## config.mk

```make
export PLATFORM = sky130hd
export DESIGN_NAME = iq_symbol_slicer_flat
export DESIGN_NICKNAME = d
export VERILOG_FILES = /design/src/rtl/iq_symbol_slicer_pkg.sv /design/src/rtl/iq_symbol_slicer_if.sv /design/src/rtl/iq_symbol_slicer_mag_below_thresh.sv /design/src/rtl/iq_symbol_slicer.sv /design/src/flat_wrapper.sv
export SDC_FILE = /design/constraint.sdc
export NUM_CORES = 1
export LEC_CHECK = 0
export CAP_MARGIN = 10
export CORE_ASPECT_RATIO = 0.6
export CORE_MARGIN = 8
export CORE_UTILIZATION = 50
export CTS_CLUSTER_DIAMETER = 60
export CTS_CLUSTER_SIZE = 30
export DETAILED_ROUTE_END_ITERATION = 6
export PLACE_DENSITY = 0.83
export SLEW_MARGIN = 20
export SYNTH_ARGS = -nofsm -noshare
export SYNTH_HDL_FRONTEND = slang
export SYNTH_SLANG_ARGS = --single-unit
```

## constraint.sdc

```tcl
create_clock -name clk -period 4.7 [get_ports clk]
set_clock_uncertainty 0.05 [all_clocks]
set_input_delay 1.175 -clock clk [delete_from_list [all_inputs] [get_ports clk]]
set_output_delay 1.175 -clock clk [all_outputs]
set_load 0.01 [all_outputs]
```

## src/rtl/iq_symbol_slicer_pkg.sv

```systemverilog
// Shared constants and state type for the I/Q symbol slicer.
package iq_symbol_slicer_pkg;

   localparam logic MODE_BPSK = 1'b0;
   localparam logic MODE_QPSK = 1'b1;

   typedef enum logic {
      WAIT_I,
      WAIT_Q
   } state_e;

endpackage

```

## src/rtl/iq_symbol_slicer_if.sv

```systemverilog
// Sample/decision bundle between the matched filters, the slicer and the bit sink.
interface iq_symbol_slicer_if #(
   parameter int unsigned DW = 35
);

   logic                 en;
   logic                 sync;
   logic                 mode;
   logic        [DW-2:0] thresh;
   logic signed [DW-1:0] I;
   logic signed [DW-1:0] Q;
   logic                 IQ;
   logic                 bit_valid;
   logic        [1:0]    sym;
   logic                 sym_valid;
   logic                 erasure;

   modport master (
      output en, sync, mode, thresh, I, Q,
      input  IQ, bit_valid, sym, sym_valid, erasure
   );

   modport slave (
      input  en, sync, mode, thresh, I, Q,
      output IQ, bit_valid, sym, sym_valid, erasure
   );

endinterface

```

## src/rtl/iq_symbol_slicer_mag_below_thresh.sv

```systemverilog
// Saturating |x| < thresh compare; the most-negative sample maps to the largest magnitude.
module iq_symbol_slicer_mag_below_thresh #(
   parameter int unsigned DW = 35
) (
   input  logic signed [DW-1:0] x,
   input  logic        [DW-2:0] thresh,
   output logic                 below
);

   logic [DW-2:0] mag;

   always_comb begin
      if (!x[DW-1]) begin
         mag = x[DW-2:0];
      end else if (x[DW-2:0] == '0) begin
         mag = '1;
      end else begin
         mag = ~x[DW-2:0] + 1'b1;
      end
      below = mag < thresh;
   end

endmodule

```

## src/rtl/iq_symbol_slicer.sv

```systemverilog
// Hard-decision BPSK/QPSK symbol slicer: one decision per symbol at a fixed phase,
// parallel symbol output plus an I-then-Q serial bit stream.
module iq_symbol_slicer
   import iq_symbol_slicer_pkg::*;
#(
   parameter int unsigned DW    = 35,
   parameter int unsigned SPS   = 20,
   parameter int unsigned PHASE = 0
) (
   input logic           clk,
   input logic           rst,
   iq_symbol_slicer_if.slave bus
);

   localparam int unsigned CW = $clog2(SPS);
   localparam logic [CW-1:0] CntLast = CW'(SPS - 1);
   localparam logic [CW-1:0] PhaseI  = CW'(PHASE);
   localparam logic [CW-1:0] PhaseQ  = CW'(PHASE + SPS / 2);

   logic [CW-1:0] cnt_q, cnt_d, cnt_eff;
   state_e        state_q, state_d, state_eff;
   logic          mode_q, mode_d, mode_eff;
   logic          dq_q, dq_d;
   logic          iq_q, iq_d;
   logic          bit_valid_q, bit_valid_d;
   logic [1:0]    sym_q, sym_d;
   logic          sym_valid_q, sym_valid_d;
   logic          erasure_q, erasure_d;
   logic          i_below, q_below;

   iq_symbol_slicer_mag_below_thresh #(.DW(DW)) u_mag_i (
      .x      (bus.I),
      .thresh (bus.thresh),
      .below  (i_below)
   );

   iq_symbol_slicer_mag_below_thresh #(.DW(DW)) u_mag_q (
      .x      (bus.Q),
      .thresh (bus.thresh),
      .below  (q_below)
   );

   always_comb begin
      // A resync sample is treated as the first sample of a fresh symbol.
      cnt_eff   = bus.sync ? '0 : cnt_q;
      state_eff = bus.sync ? WAIT_I : state_q;
      mode_eff  = (bus.sync || cnt_q == '0) ? bus.mode : mode_q;

      cnt_d       = cnt_q;
      state_d     = state_q;
      mode_d      = mode_q;
      dq_d        = dq_q;
      iq_d        = iq_q;
      bit_valid_d = 1'b0;
      sym_d       = sym_q;
      sym_valid_d = 1'b0;
      erasure_d   = erasure_q;

      if (bus.en) begin
         if (bus.sync) begin
            cnt_d = CW'(1);
         end else if (cnt_q == CntLast) begin
            cnt_d = '0;
         end else begin
            cnt_d = cnt_q + 1'b1;
         end
         mode_d  = mode_eff;
         state_d = state_eff;

         unique case (state_eff)
            WAIT_I: begin
               if (cnt_eff == PhaseI) begin
                  dq_d        = bus.Q[DW-1];
                  iq_d        = bus.I[DW-1];
                  bit_valid_d = 1'b1;
                  sym_valid_d = 1'b1;
                  erasure_d   = i_below | (mode_eff & q_below);
                  if (mode_eff == MODE_QPSK) begin
                     sym_d   = {bus.I[DW-1], bus.Q[DW-1]};
                     state_d = WAIT_Q;
                  end else begin
                     sym_d = {bus.I[DW-1], 1'b0};
                  end
               end
            end
            WAIT_Q: begin
               if (cnt_eff == PhaseQ) begin
                  iq_d        = dq_q;
                  bit_valid_d = 1'b1;
                  state_d     = WAIT_I;
               end
            end
            default: ;
         endcase
      end else if (bus.sync) begin
         // Idle resync drops any pending Q bit.
         cnt_d   = '0;
         state_d = WAIT_I;
      end
   end

   always_ff @(posedge clk) begin
      if (rst) begin
         cnt_q       <= '0;
         state_q     <= WAIT_I;
         mode_q      <= bus.mode;
         dq_q        <= 1'b0;
         iq_q        <= 1'b0;
         bit_valid_q <= 1'b0;
         sym_q       <= 2'b00;
         sym_valid_q <= 1'b0;
         erasure_q   <= 1'b0;
      end else begin
         cnt_q       <= cnt_d;
         state_q     <= state_d;
         mode_q      <= mode_d;
         dq_q        <= dq_d;
         iq_q        <= iq_d;
         bit_valid_q <= bit_valid_d;
         sym_q       <= sym_d;
         sym_valid_q <= sym_valid_d;
         erasure_q   <= erasure_d;
      end
   end

   assign bus.IQ        = iq_q;
   assign bus.bit_valid = bit_valid_q;
   assign bus.sym       = sym_q;
   assign bus.sym_valid = sym_valid_q;
   assign bus.erasure   = erasure_q;

endmodule

```

## src/flat_wrapper.sv

```systemverilog
// flat-port wrapper written by rule: the top's interface ports become plain ports
module iq_symbol_slicer_flat import iq_symbol_slicer_pkg::*;
#(
   parameter int unsigned DW    = 35,
   parameter int unsigned SPS   = 20,
   parameter int unsigned PHASE = 0
)
  (clk, rst, bus_en, bus_sync, bus_mode, bus_thresh, bus_I, bus_Q, bus_IQ, bus_bit_valid, bus_sym, bus_sym_valid, bus_erasure);
  iq_symbol_slicer_if #(.DW(DW)) bus_i ();
  input logic clk;
  input logic rst;
  input wire logic [$bits(bus_i.en)-1:0] bus_en;
  input wire logic [$bits(bus_i.sync)-1:0] bus_sync;
  input wire logic [$bits(bus_i.mode)-1:0] bus_mode;
  input wire logic [$bits(bus_i.thresh)-1:0] bus_thresh;
  input wire logic [$bits(bus_i.I)-1:0] bus_I;
  input wire logic [$bits(bus_i.Q)-1:0] bus_Q;
  output wire logic [$bits(bus_i.IQ)-1:0] bus_IQ;
  output wire logic [$bits(bus_i.bit_valid)-1:0] bus_bit_valid;
  output wire logic [$bits(bus_i.sym)-1:0] bus_sym;
  output wire logic [$bits(bus_i.sym_valid)-1:0] bus_sym_valid;
  output wire logic [$bits(bus_i.erasure)-1:0] bus_erasure;
  assign bus_i.en = bus_en;
  assign bus_i.sync = bus_sync;
  assign bus_i.mode = bus_mode;
  assign bus_i.thresh = bus_thresh;
  assign bus_i.I = bus_I;
  assign bus_i.Q = bus_Q;
  assign bus_IQ = bus_i.IQ;
  assign bus_bit_valid = bus_i.bit_valid;
  assign bus_sym = bus_i.sym;
  assign bus_sym_valid = bus_i.sym_valid;
  assign bus_erasure = bus_i.erasure;
  iq_symbol_slicer #(.DW(DW), .SPS(SPS), .PHASE(PHASE)) u_core (.clk(clk), .rst(rst), .bus(bus_i));
endmodule
```

==> flow_summary_export.csv <==
group,metric,value,unit
power,leakage,2.925,nW
min_path,hold_path.class,"reg -> reg",
timing,timing.slew.headroom,32.71,%
drt,drc,0,
floorplanning,fp.dieW,132.0,um
critical_path,critPathTopFamily,"simple AND/OR/NAND/NOR gates",
timing,finalCriticalPeriod,4.635,ns
drt,via_count,5083,
clock_network,clk_pin_slew,0.05,ns
critical_path,critPathKind,"in -> reg",
timing,tightest_slew,1.003,ns
placement,post_dp_cell_area,5929,um2
flow_run,maxCapViolCount,0,
critical_path,required,4.83,ns
layout,area.sequential,290.3,um2
status,status,"complete, no violations",
layout,finalCoreUtilization,79.06,%
critical_path,rr_worst_depth,7,
critical_path,cp-start-kind,"input port",
clock_network,tritoncts,"built",
min_path,min_to,"u_core.bus.IQ",
timing,drv_slew,0,
synthesis,synth_top_flop_cell,"dfxtp_1",
floorplanning,core_area,7851,um2
synthesis,synthesis.area,4038,um2
critical_path,rrSetupSlack,2.43,ns
synthesis,synth-seq-cells,14,
synthesis,synth-edff-count,1,
critical_path,path_cells,"clkdlybuf4s50_1, or4_1, nor4_1, buf_4, and3_2, nand4_1, nor2b_1, mux2i_1, ha_1, a21o_1, a21o_1, a21oi_1, o211ai_1, a31o_1, o211ai_1",
floorplanning,dieArea,11300,um2
synthesis,synth.top_cells.by_area,"ha_1 22%, xor2_1 11%, nand2_1 8.0%",
clock_network,worstSkewPairLatency,0.25,ns
critical_path,worstPathArrival,4.76,ns
clock_network,clk_path_buf_depth,2,
drt,dr.first_iter.drc_count,573,
drt,antenna_left,0,
global_routing,antenna_found_initial,0,
floorplanning,ios,115,
synthesis,synth_warnings,0,
power,ir_worst_vdd,0.1467,mV
drt,wl_per_cell,17.67,um
global_routing,grt_max_degree,42,
critical_path,path_buf_inv,2,
min_path,min_from,"u_core.bus.IQ",
layout,fin_nets,940,
synthesis,synth_top_area_share,21.69,%
critical_path,cp_max_fo,3,
synthesis,yosysTopAreaCell,"ha_1",
critical_path,slowest_stage,"or4_1",
power,power_density,137.2,nW/um2
critical_path,max_stage_delay,0.58,ns
synthesis,synth_nets,739,
floorplanning,rows,25,
critical_path,r2r_end,"u_core.bus.erasure",
clock_network,cts_sinks,14,
min_path,whs_path_depth,2,
synthesis,ys_async_sr_fraction,0,%
clock_network,cts_buffers,3,
critical_path,reg2reg_from,"u_core.cnt_q[0]",
layout,antenna_cells,0,
floorplanning,initial_core_util,51.43,%
layout,drive_gt1_share,19.61,%
critical_path,cp-end-kind,"flip-flop",
drt,wl,15.34,mm
synthesis,ys_seq_area_share,7.189,%
drt,routed_via_density,5.856,
timing,fmax,0.2158,GHz
drt,first_pass_iters,5,
synthesis,synthCells,560,
placement,dpl.hpwl,12.43,mm
timing,fin_crit_sh,98.61,%
layout,fillers,541,
clock_network,cts-root-buf,"clkbuf_16",
floorplanning,chipHeight,85.61,um
layout,multiInputGateArea,3643,um2
global_routing,grt_usage,24.79,%
placement,io_buffers,114,
clock_network,h-tree-depth,1,
synthesis,yosysUniqueCellTypes,60,
timing,tns,0,ns
global_routing,grt_pass1_vias,4811,
synthesis,syn-mean-instance-area,7.210,um2
timing,finalHoldViolCount,0,
timing,setup_violations,0,
global_routing,overflow,0,
layout,final_area,6207,um2
global_routing,grt_first_pass_wirelength,23.84,mm
layout,syn_to_final_growth,53.73,%
placement,gp_congestion,0.9256,
==> power by group <==
group          switching [W]  internal, W
clock network      0.0000552     0.000129
registers         0.00000502     0.000127
logic               0.000260     0.000275
==> logic make-up (layout without fill, tap and decap cells) <==
kind of cell	after synthesis	in the layout	synth area share, %
and+or+nand+nor	220	220	29.56
muxes	7	7	1.797
AOI/OAI and AO/OA	136	136	22.47
buffers and inverters	59	259	5.578
DFF	14	14	7.189
xor gates and xnor gates	54	54	11.71
adders and majority gates	70	70	21.69
==> Yosys cell counts (all sizes together), types with 11 or more instances <==
master and instances:
nor2 29, inv 42, nor3 11, o41ai 12, nand2 86, o21ai 34
or4 15, dfxtp 13, clkbuf 14, ha 70, nand3 18, a21oi 26
o31ai 17, xor2 49, nand4 12
==> worst max path at each step <==
stage	cells after the start	slack (ns)	startpoint	end
after floorplan	15	0.49	bus_Q[1]	u_core.bus.erasure
after global placement	16	-0.16	bus_Q[1]	u_core.bus.erasure
after detailed placement	17	-0.25	bus_Q[1]	u_core.bus.erasure
after CTS	17	0.05	bus_Q[1]	u_core.bus.erasure
after global routing	18	-0.05	bus_Q[1]	u_core.bus.erasure
final	15	0.07	bus_I[6]	u_core.bus.erasure
==> cells in the final DEF (no fill, tap or decap), drive strengths merged, types with 4 or more instances in the layout <==
| master | netlist | final |
|---|---|---|
| a211oi | 4 | 4 |
| a21o | 10 | 10 |
| a21oi | 26 | 26 |
| a31oi | 7 | 7 |
| and3 | 7 | 7 |
| buf | 3 | 99 |
| clkbuf | 14 | 4 |
| clkdlybuf4s50 | 0 | 111 |
| dfxtp | 13 | 13 |
| ha | 70 | 70 |
| inv | 42 | 42 |
| mux2i | 5 | 5 |
| nand2 | 86 | 86 |
| nand2b | 4 | 4 |
| nand3 | 18 | 18 |
| nand4 | 12 | 12 |
| nor2 | 29 | 29 |
| nor2b | 8 | 8 |
| nor3 | 11 | 11 |
| nor4 | 8 | 8 |
| o211ai | 7 | 7 |
| o21a | 5 | 5 |
| o21ai | 34 | 34 |
| o31ai | 17 | 17 |
| o41ai | 12 | 12 |
| or2 | 5 | 5 |
| or3 | 7 | 7 |
| or4 | 15 | 15 |
| xnor2 | 5 | 5 |
| xor2 | 49 | 49 |
==> timing repair <==
item / CTS / global route
setup endpoints to repair: 1 / 1
gates resized for setup: 1 / 28
buffers inserted: 0 / 8
pin swaps: 0 / 15
hold buffers: 0 / 0
==> flip-flops by register name, indices dropped and copies added, names as in the netlist <==
signal / count
u_core.cnt_q: 5
u_core.bus.sym: 2
u_core.bus.IQ: 1
u_core.bus.bit_valid: 1
u_core.bus.erasure: 1
u_core.bus.sym_valid: 1
u_core.dq_q: 1
u_core.mode_q: 1
u_core.state_q: 1
==> worst min-delay path, cell delays in order, from the launching register on <==
cell and delay (ns):
dfxtp_1 0.33, inv_1 0.05, a2111oi_0 0.08
==> area by class of cell <==
| cell class | count | area share (%) |
|---|---|---|
| Tap cell | 108 | 2.177 |
| Multi-Input combinational cell | 487 | 58.70 |
| Clock buffer | 4 | 1.431 |
| Sequential cell | 14 | 4.676 |
| Inverter | 42 | 2.540 |
| Timing Repair Buffer | 213 | 30.48 |
==> stage by stage <==
stage | total power, W | hold WS [ns] | worst slack [ns] | instances
final | 0.0008517 | 0.4699 | 0.06520 | 868
after global routing | 0.0009074 | 0.5028 | -0.04960 | 868
after CTS | 0.0008224 | 0.4666 | 0.04960 | 860
after detailed placement | 0.0006378 | 0.4578 | -0.2540 | 856
after global placement | 0.0006172 | 0.4335 | -0.1550 | 856
after floorplan | 0.0003852 | 0.4154 | 0.4923 | 560
==> per-layer routing <==
metal	global-route usage, %	vias up	routed length (um)	part of all wire, %
li1	-	2464	-	-
met1	34.85	2323	7135	47
met2	39.10	276	6725	44
met3	4.784	20	1376	9.0
met4	3.005	0	99	0.65
met5	0	-	0	0
Note: power is estimated with default switching activity, not from simulation.
